**config.mk**
```make
export PLATFORM = sky130hd
export DESIGN_NAME = arb_lock_ctrl
export DESIGN_NICKNAME = d
export VERILOG_FILES = /design/src/rtl/arb_lock_ctrl.sv
export SDC_FILE = /design/constraint.sdc
export NUM_CORES = 1
export LEC_CHECK = 0
export CAP_MARGIN = 20
export CORE_MARGIN = 5
export CORE_UTILIZATION = 46
export DETAILED_ROUTE_END_ITERATION = 10
export PLACE_DENSITY = 0.76
export SETUP_SLACK_MARGIN = 0.02
export SYNTH_ARGS = -nofsm -noshare
export SYNTH_HDL_FRONTEND = slang
export SYNTH_SLANG_ARGS = --single-unit
```
**constraint.sdc**
```tcl
create_clock -name clk -period 2.2 [get_ports clk]
set_clock_uncertainty 0.2 [all_clocks]
set_input_delay 0.44 -clock clk [delete_from_list [all_inputs] [get_ports clk]]
set_output_delay 0.44 -clock clk [all_outputs]
set_load 0.005 [all_outputs]
```
**src/rtl/arb_lock_ctrl.sv**
```systemverilog
// Root-side ownership controller for a binary round-robin arbitration tree.
// Grants the tree root once per arbitration and latches the winner as owner.
module arb_lock_ctrl #(
   parameter int N        = 4,
   parameter int MAX_HOLD = 16,
   parameter int IDX_W    = (N > 1) ? $clog2(N) : 1
) (
   input  logic             clk,
   input  logic             rst_n,
   input  logic             root_req,
   output logic             root_gnt,
   input  logic [N-1:0]     leaf_gnt,
   input  logic [N-1:0]     req_in,
   input  logic [N-1:0]     release_strb,
   output logic [N-1:0]     gnt_out,
   output logic [IDX_W-1:0] owner_idx,
   output logic             owner_valid,
   output logic             timeout_evt,
   output logic             arb_err
);

   localparam int CNT_W = (MAX_HOLD > 0) ? $clog2(MAX_HOLD + 1) : 1;
   localparam logic [N-1:0] LSB = N'(1);
   localparam logic [CNT_W-1:0] CNT_SAT = CNT_W'(MAX_HOLD);
   localparam logic [CNT_W-1:0] CNT_LAST =
      (MAX_HOLD > 0) ? CNT_W'(MAX_HOLD - 1) : '0;
   localparam logic HOLD_ON = (MAX_HOLD > 0);

   typedef enum logic [1:0] {
      IDLE = 2'd0,
      ARB  = 2'd1,
      OWN  = 2'd2,
      GAP  = 2'd3
   } state_t;

   state_t state_q, state_d;

   logic [CNT_W-1:0] cnt_q, cnt_d;
   logic [N-1:0]     gnt_d;
   logic [IDX_W-1:0] idx_d;
   logic             valid_d;
   logic             tout_d;
   logic             err_d;

   logic             leaf_any;
   logic             leaf_multi;
   logic [IDX_W-1:0] leaf_idx;
   logic             owner_rel;
   logic             owner_req;
   logic             owner_drop;
   logic             hold_hit;

   assign leaf_any   = |leaf_gnt;
   assign leaf_multi = |(leaf_gnt & (leaf_gnt - LSB));

   // OR-encode is exact only for one-hot input, which is all we latch.
   always_comb begin
      leaf_idx = '0;
      for (int i = 0; i < N; i++) begin
         if (leaf_gnt[i]) leaf_idx = leaf_idx | IDX_W'(i);
      end
   end

   assign owner_rel  = release_strb[owner_idx];
   assign owner_req  = req_in[owner_idx];
   assign owner_drop = owner_rel | ~owner_req;
   assign hold_hit   = HOLD_ON & (cnt_q == CNT_LAST);

   assign root_gnt = (state_q == ARB);

   always_comb begin
      state_d = state_q;
      cnt_d   = cnt_q;
      gnt_d   = gnt_out;
      idx_d   = owner_idx;
      valid_d = owner_valid;
      tout_d  = 1'b0;
      err_d   = 1'b0;
      unique case (state_q)
         IDLE: begin
            if (root_req) state_d = ARB;
         end
         ARB: begin
            if (leaf_any && !leaf_multi) begin
               gnt_d   = leaf_gnt;
               idx_d   = leaf_idx;
               valid_d = 1'b1;
               cnt_d   = '0;
               state_d = OWN;
            end else begin
               err_d   = leaf_multi;
               state_d = IDLE;
            end
         end
         OWN: begin
            if (cnt_q != CNT_SAT) cnt_d = cnt_q + 1'b1;
            // A voluntary exit suppresses the timeout pulse.
            if (owner_drop || hold_hit) begin
               tout_d  = ~owner_drop;
               gnt_d   = '0;
               valid_d = 1'b0;
               state_d = GAP;
            end
         end
         GAP: begin
            state_d = root_req ? ARB : IDLE;
         end
         default: state_d = IDLE;
      endcase
   end

   always_ff @(posedge clk or negedge rst_n) begin
      if (!rst_n) begin
         state_q     <= IDLE;
         cnt_q       <= '0;
         gnt_out     <= '0;
         owner_idx   <= '0;
         owner_valid <= 1'b0;
         timeout_evt <= 1'b0;
         arb_err     <= 1'b0;
      end else begin
         state_q     <= state_d;
         cnt_q       <= cnt_d;
         gnt_out     <= gnt_d;
         owner_idx   <= idx_d;
         owner_valid <= valid_d;
         timeout_evt <= tout_d;
         arb_err     <= err_d;
      end
   end

endmodule

```
==> impl_metrics.json, run 1 <==
{
  "yosys-top-cells-area": "sky130_fd_sc_hd__dfrtp_1 41%, sky130_fd_sc_hd__ha_1 9.0%, sky130_fd_sc_hd__mux2_4 6.1%",
  "synthDominantCellAreaShare_pct": 40.9,
  "floorplan.die_area_um2": 3150,
  "largest_family_of_logic_cells_by_synthesized_area": "simple AND/OR/NAND/NOR gates",
  "stdcell_count": 164,
  "muxShareOfSynthArea_pct": 12.5,
  "path_max_fanout": 5,
  "dieHeight_um": 56.1,
  "crit_path_max_cell_delay_ns": 0.42,
  "tritoncts.num_buffers": 3,
  "ys_warn_count": 0,
  "synthToLayoutAreaGrowth_pct": 42.8,
  "cts_tree": "yes",
  "min-delay-path-class": "in -> async",
  "die_w_um": 56.1,
  "critPathArrivalTime_ns": 2.09,
  "track_usage_pct": 15.2,
  "worst_setup_path_start_kind": "flip-flop",
  "cp_top_family": "flip-flops",
  "multi_input_area_um2": 543,
  "worst_ep_required_time_ns": 2.18,
  "most_area_hungry_cell_type_in_the_yosys_netlist": "sky130_fd_sc_hd__dfrtp_1",
  "placed_cells": 158,
  "status": "finished, final reports clean",
  "max_freq_mhz": 474,
  "cp_cell_sequence": "ha_2, and3_1, ha_1, nand2b_2, o21ai_4, mux2_4",
  "post_synth_inst_count": 97,
  "route.antenna.remaining_nets": 0,
  "synth_compound_gate_area_share_pct": 15.0,
  "share_of_layout_cells_above_drive_strength_1_pct": 21.2,
  "finalNetCount": 160,
  "gp_congestion": 0.803,
  "average_size_of_a_mapped_cell_um2": 10.1,
  "drt-total-wl_mm": 2.21,
  "route.vias.total": 813,
  "setup.worst_path.class": "reg -> reg",
  "max_cap_viol_count": 0,
  "fillCellCount": 169,
  "core_region_area_um2": 2000,
  "first_pass_grt_wire_length_mm": 3.80,
  "number_of_clock_sinks_seen_by_cts": 16,
  "finalCritPeriodShare_pct": 95.9,
  "synth_sequential_area_ratio_pct": 40.9,
  "grt_antenna_before_repair": 0,
  "vdd_ir_drop_max_mv": 0.625,
  "hold_viol": 0,
  "power_density_over_the_cells_nw_per_um2": 1170,
  "path_clk_slew_ns": 0.10,
  "rows": 16,
  "post_synthesis_instance_area_um2": 978,
  "combined_buffer_and_inverter_count_along_the_critical_path": 0,
  "clock_path_buffers": 2,
  "via_density_per_instance": 4.96,
  "fin_area_um2": 1400,
  "place.detailed.hpwl_mm": 1.69,
  "power_uw": 1640,
  "synthAdderAreaFrac_pct": 8.95,
  "post_drt_wl_per_cell_um": 13.5,
  "max_slew_vio_count": 0,
  "timing.final.crit_period_ns": 2.11,
  "worst_slew_pin_slew_ns": 0.321,
  "yosys_register_bits": 16,
  "floorplan.initialDensity_pct": 48.9,
  "diodes": 0,
  "cpMaxStageDelayCell": "sky130_fd_sc_hd__dfrtp_1",
  "grt_pass1_vias": 886,
  "netlist-cell-type-count": 28,
  "postPlaceCellArea_um2": 1330,
  "crit_path_end_kind": "flip-flop",
  "finalSetupViolCount": 0,
  "clkLatencyLatePin_ns": 0.29,
  "post_synth_and_or_nand_nor_area_fraction_pct": 17.1,
  "drt_iter0_drc": 3,
  "synth-xor-area-share_pct": 0.895,
  "htree_levels": 1,
  "total_leakage_power_uw": 0.000655,
  "max_slew_margin_pct": 78.5,
  "buffer_ports.inserted": 24,
  "grt_start_max_net_pins": 17,
  "root_buffer": "sky130_fd_sc_hd__clkbuf_4",
  "globalRouteOverflowTotal": 0,
  "remaining_drc_errors": 0,
  "first_pass_iters": 4,
  "boundaryPins": 25,
  "grt_setup_unrepaired": "true",
  "final-seq-area_um2": 400,
  "synth_nets": 119
}
-- Yosys cell counts --
| master | n |
|---|---|
| sky130_fd_sc_hd__dfrtp_1 | 16 |
| sky130_fd_sc_hd__inv_1 | 11 |
| sky130_fd_sc_hd__nand2_1 | 11 |
| sky130_fd_sc_hd__ha_1 | 7 |
| sky130_fd_sc_hd__nand2b_1 | 6 |
| sky130_fd_sc_hd__nor2_1 | 5 |
| sky130_fd_sc_hd__a21oi_1 | 4 |
| sky130_fd_sc_hd__mux2_4 | 4 |
| sky130_fd_sc_hd__mux2i_1 | 4 |
| sky130_fd_sc_hd__nand3_1 | 4 |
| sky130_fd_sc_hd__o21ai_0 | 4 |
| sky130_fd_sc_hd__nor2b_1 | 3 |
| sky130_fd_sc_hd__nor3_1 | 2 |
| sky130_fd_sc_hd__nor3b_1 | 2 |
| sky130_fd_sc_hd__a211o_1 | 1 |
| sky130_fd_sc_hd__a21bo_2 | 1 |
| sky130_fd_sc_hd__a22o_1 | 1 |
| sky130_fd_sc_hd__a31oi_4 | 1 |
| sky130_fd_sc_hd__and3_1 | 1 |
| sky130_fd_sc_hd__clkbuf_1 | 1 |
| sky130_fd_sc_hd__mux4_2 | 1 |
| sky130_fd_sc_hd__o211ai_1 | 1 |
| sky130_fd_sc_hd__o21a_1 | 1 |
| sky130_fd_sc_hd__o21ai_2 | 1 |
| sky130_fd_sc_hd__o21ai_4 | 1 |
| sky130_fd_sc_hd__o221ai_1 | 1 |
| sky130_fd_sc_hd__o22a_1 | 1 |
| sky130_fd_sc_hd__xor2_1 | 1 |
-- state kept, by name (all words and copies together) (netlist names), named ones only --
register	cells
cnt_q	5
gnt_out	4
owner_idx	2
arb_err	1
owner_valid	1
state_q	1
timeout_evt	1
-- cell usage in the layout, fill, tap and decap left out, types with 4 or more instances in the layout --
cell type                         Yosys  final
sky130_fd_sc_hd__nor2_1               5      5
sky130_fd_sc_hd__nand2b_1             6      5
sky130_fd_sc_hd__dfrtp_1             16     16
sky130_fd_sc_hd__o21ai_0              4      4
sky130_fd_sc_hd__mux2_4               4      4
sky130_fd_sc_hd__buf_4                0     13
sky130_fd_sc_hd__a21oi_1              4      4
sky130_fd_sc_hd__nand2_1             11     11
sky130_fd_sc_hd__clkdlybuf4s50_1      0     22
sky130_fd_sc_hd__ha_1                 7      6
sky130_fd_sc_hd__nand3_1              4      4
sky130_fd_sc_hd__mux2i_1              4      4
sky130_fd_sc_hd__inv_1               11     11
-- power breakdown --
group          internal, µW  switching (µW)  leakage, µW
combinational           558             412     0.000433
sequential              396            69.7     0.000201
clock                   101            98.9    0.0000210
total                  1060             580     0.000655
-- cell type report --
| class | instances | share of cell area, % |
|---|---|---|
| clock buffers | 4 | 2.60 |
| repair buffers | 37 | 24.5 |
| well taps | 27 | 2.42 |
| inverters | 11 | 2.95 |
| multi-input cells | 69 | 38.9 |
| flip-flops and latches | 16 | 28.6 |
-- worst paths after layout --
path / from / end / slack (ns) / cells after the start
hold / removal: rst_n / timeout_evt / 0.27 / 2
setup / recovery: cnt_q[1] / gnt_out[0] / 0.09 / 6
hold reg to reg: gnt_out[2] / gnt_out[2] / 0.32 / 1
min in group clk: gnt_out[2] / gnt_out[2] / 0.32 / 1
max in group asynchronous: rst_n / cnt_q[0] / 1.35 / 2
setup reg to reg: cnt_q[1] / gnt_out[0] / 0.09 / 6
-- routing by layer --
| metal | track usage, % | part of all wire, % | up-vias |
|---|---|---|---|
| li1 | - | - | 413 |
| met1 | 18.3 | 42 | 384 |
| met2 | 25.7 | 53 | 14 |
| met3 | 3.48 | 4.2 | 2 |
| met4 | 6.78 | 0.59 | 0 |
| met5 | 0 | 0 | - |
-- cells by family after synthesis --
| family | count (synthesis) |
|---|---|
| adder cells (fa/ha/maj) | 7 |
| XOR/XNOR | 1 |
| AND/OR/NAND/NOR | 34 |
| multiplexers | 9 |
| flip-flops | 16 |
| AO/OA/AOI/OAI | 18 |
| buffers and inverters | 12 |
-- per-stage QoR --
step	hold slack [ns]	utilization (%)	setup TNS (ns)	worst slack (ns)
global route	0.280	69.8	0	0.00136
floorplan	-0.0556	-	0	0.200
CTS	0.264	68.3	0	0.0227
finish	0.265	69.8	0	0.0909
detailed placement	0.304	66.5	-1.92	-0.201
global placement	0.298	66.5	-1.52	-0.174
-- timing repair --
item / 4_1_cts / 5_1_grt
gates resized for setup: 0 / 5
buffers inserted: 0 / 2
hold buffers: 0 / 0
endpoints found under the setup margin: 0 / 8
Power figures use the tool's default switching activity.
==> run 2, diff against run 1 <==
- CORE_MARGIN: 5 -> 2
- CORE_UTILIZATION: 46 -> 40
- PLACE_DENSITY: 0.76 -> 0.67
==> impl_metrics.json, run 2 (synthesized netlist as in run 1, its figures left out) <==
{
  "power_frac_comb_pct": 58.8,
  "grt_start_max_net_pins": 17,
  "pre_cts_ws_ns": -0.214,
  "crit_path_end_kind": "flip-flop",
  "path_clk_slew_ns": 0.10,
  "fillCellCount": 209,
  "grt_pass1_vias": 782,
  "gp_congestion": 0.722,
  "share_of_layout_cells_above_drive_strength_1_pct": 21.9,
  "number_of_flip_flops_in_the_largest_register": 5,
  "cpMaxStageDelayCell": "sky130_fd_sc_hd__mux4_2",
  "max_cap_viol_count": 0,
  "number_of_clock_sinks_seen_by_cts": 16,
  "min-delay-path-class": "in -> async",
  "multi_input_area_um2": 546,
  "critPathArrivalTime_ns": 2.09,
  "combined_buffer_and_inverter_count_along_the_critical_path": 2,
  "finalNetCount": 160,
  "grt_setup_unrepaired": "false",
  "max_freq_mhz": 472,
  "drt_iter0_drc": 7,
  "post_drt_wl_per_cell_um": 12.6,
  "depth_of_the_worst_register_to_register_path": 6,
  "floorplan.initialDensity_pct": 43.4,
  "max_slew_margin_pct": 78.3,
  "power_density_over_the_cells_nw_per_um2": 1180,
  "setup.worst_path.class": "in -> reg",
  "tritoncts.num_buffers": 3,
  "route.antenna.remaining_nets": 0,
  "route.vias.total": 824,
  "finalSetupViolCount": 0,
  "ctsHoldBuffers": 0,
  "globalRouteOverflowTotal": 0,
  "finalCritPeriodShare_pct": 96.3,
  "power_switching_uw": 594,
  "dieHeight_um": 53.5,
  "reg.largest.list": "cnt_q (5), gnt_out (4), owner_idx (2)",
  "max_slew_vio_count": 0,
  "die_w_um": 53.5,
  "rows": 17,
  "path_max_fanout": 3,
  "cell_internal_pwr_uw": 1060,
  "grt_antenna_before_repair": 0,
  "power_uw": 1650,
  "total_leakage_power_uw": 0.000645,
  "worst_ep_required_time_ns": 2.17,
  "most-common-layout-cells": "23 x sky130_fd_sc_hd__clkdlybuf4s50_1, 15 x sky130_fd_sc_hd__dfrtp_1, 13 x sky130_fd_sc_hd__buf_4",
  "clockPowerShare_pct": 11.8,
  "fin_ws_ns": 0.0822,
  "worstSetupStartpoint": "release_strb[2]",
  "layout.cells.most_common": "sky130_fd_sc_hd__clkdlybuf4s50_1",
  "buffer_ports.inserted": 24,
  "hold_viol": 0,
  "worst_setup_path_start_kind": "input port",
  "largest_register": "cnt_q",
  "postPlaceCellArea_um2": 1340,
  "worst_slew_pin_slew_ns": 0.324,
  "finalHoldWorstSlack_ns": 0.266,
  "worst_r2r_startpoint": "cnt_q[0]",
  "boundaryPins": 25,
  "first_pass_grt_wire_length_mm": 3.42,
  "floorplan.die_area_um2": 2860,
  "seq_power_share_pct": 29.4,
  "synthToLayoutAreaGrowth_pct": 43.1,
  "final_util_pct": 62.1,
  "ff2ff_setup_slack_ns": 0.14,
  "first_pass_iters": 4,
  "cp_top_family": "buffers and inverters",
  "root_buffer": "sky130_fd_sc_hd__clkbuf_4",
  "diodes": 0,
  "place.detailed.hpwl_mm": 1.62,
  "cts_tree": "yes",
  "vdd_ir_drop_max_mv": 1.01,
  "clkLatencyLatePin_ns": 0.29,
  "cp_cell_sequence": "clkdlybuf4s50_1, nand2b_1, mux4_2, buf_4, nor2_1, a21oi_1, a211o_1",
  "crit_path_max_cell_delay_ns": 0.50,
  "status": "finished, final reports clean",
  "drt-total-wl_mm": 2.08,
  "track_usage_pct": 16.7,
  "remaining_drc_errors": 0,
  "clock_path_buffers": 2,
  "timing.critical_path.to": "state_q[0]",
  "htree_levels": 1,
  "timing.final.crit_period_ns": 2.12,
  "core_region_area_um2": 2250,
  "via_density_per_instance": 4.99,
  "end_of_the_worst_register_to_register_path": "gnt_out[1]",
  "swShare_pct": 36.0,
  "final-seq-area_um2": 402,
  "critical_path_cell_count": 7,
  "fin_area_um2": 1400
}
## run 2: cell types whose count changed in the layout (fill, tap and decap cells not counted), sizes merged
cell           before  now
clkdlybuf4s50      22   23
dlymetal6s2s        2    1
## run 2: power by group through the flow
| stage | sequential (µW) | clock [µW] | combinational [µW] |
|---|---|---|---|
| after floorplan | 473 | 0 | 551 |
| after global placement | 485 | 0 | 928 |
| after detailed placement | 480 | 0 | 952 |
| after CTS | 480 | 203 | 956 |
| after global routing | 496 | 218 | 1060 |
| final | 486 | 195 | 969 |
## run 2: how the worst min path moves through the flow
stage | start | end | cells after the start
final | rst_n | arb_err | 2
after detailed placement | gnt_out[3] | gnt_out[3] | 1
after global placement | owner_valid | owner_valid | 2
after floorplan | rst_n | async pin | 0
after global routing | rst_n | arb_err | 2
after CTS | rst_n | arb_err | 2
## run 2: area by class of cell
cell class                 instances  share of cell area, %
tap                               28                   2.50
inverter                          11                   2.95
timing repair buffer              37                   24.3
multi-input combinational         69                   39.0
clock buffer                       4                   2.59
sequential                        16                   28.7
## run 2: per-layer routing
layer	vias up	share of wire, %	global-route usage (%)	wire, µm
li1	411	-	-	-
met1	399	50	22.8	1050
met2	12	44	25.3	925
met3	2	4.5	6.50	93
met4	0	0.58	2.56	12
met5	-	0	0	0
## run 2: what timing repair did
action | 4_1_cts | 5_1_grt
resized for setup | 0 | 6
setup endpoints to repair | 0 | 6
buffers inserted | 0 | 1
## run 2: stage by stage
step	instances	TNS [ns]
5_1_grt	165	0
2_1_floorplan	97	0
3_5_place_dp	160	-1.91
3_3_place_gp	160	-1.78
4_1_cts	164	0
6_report	165	0
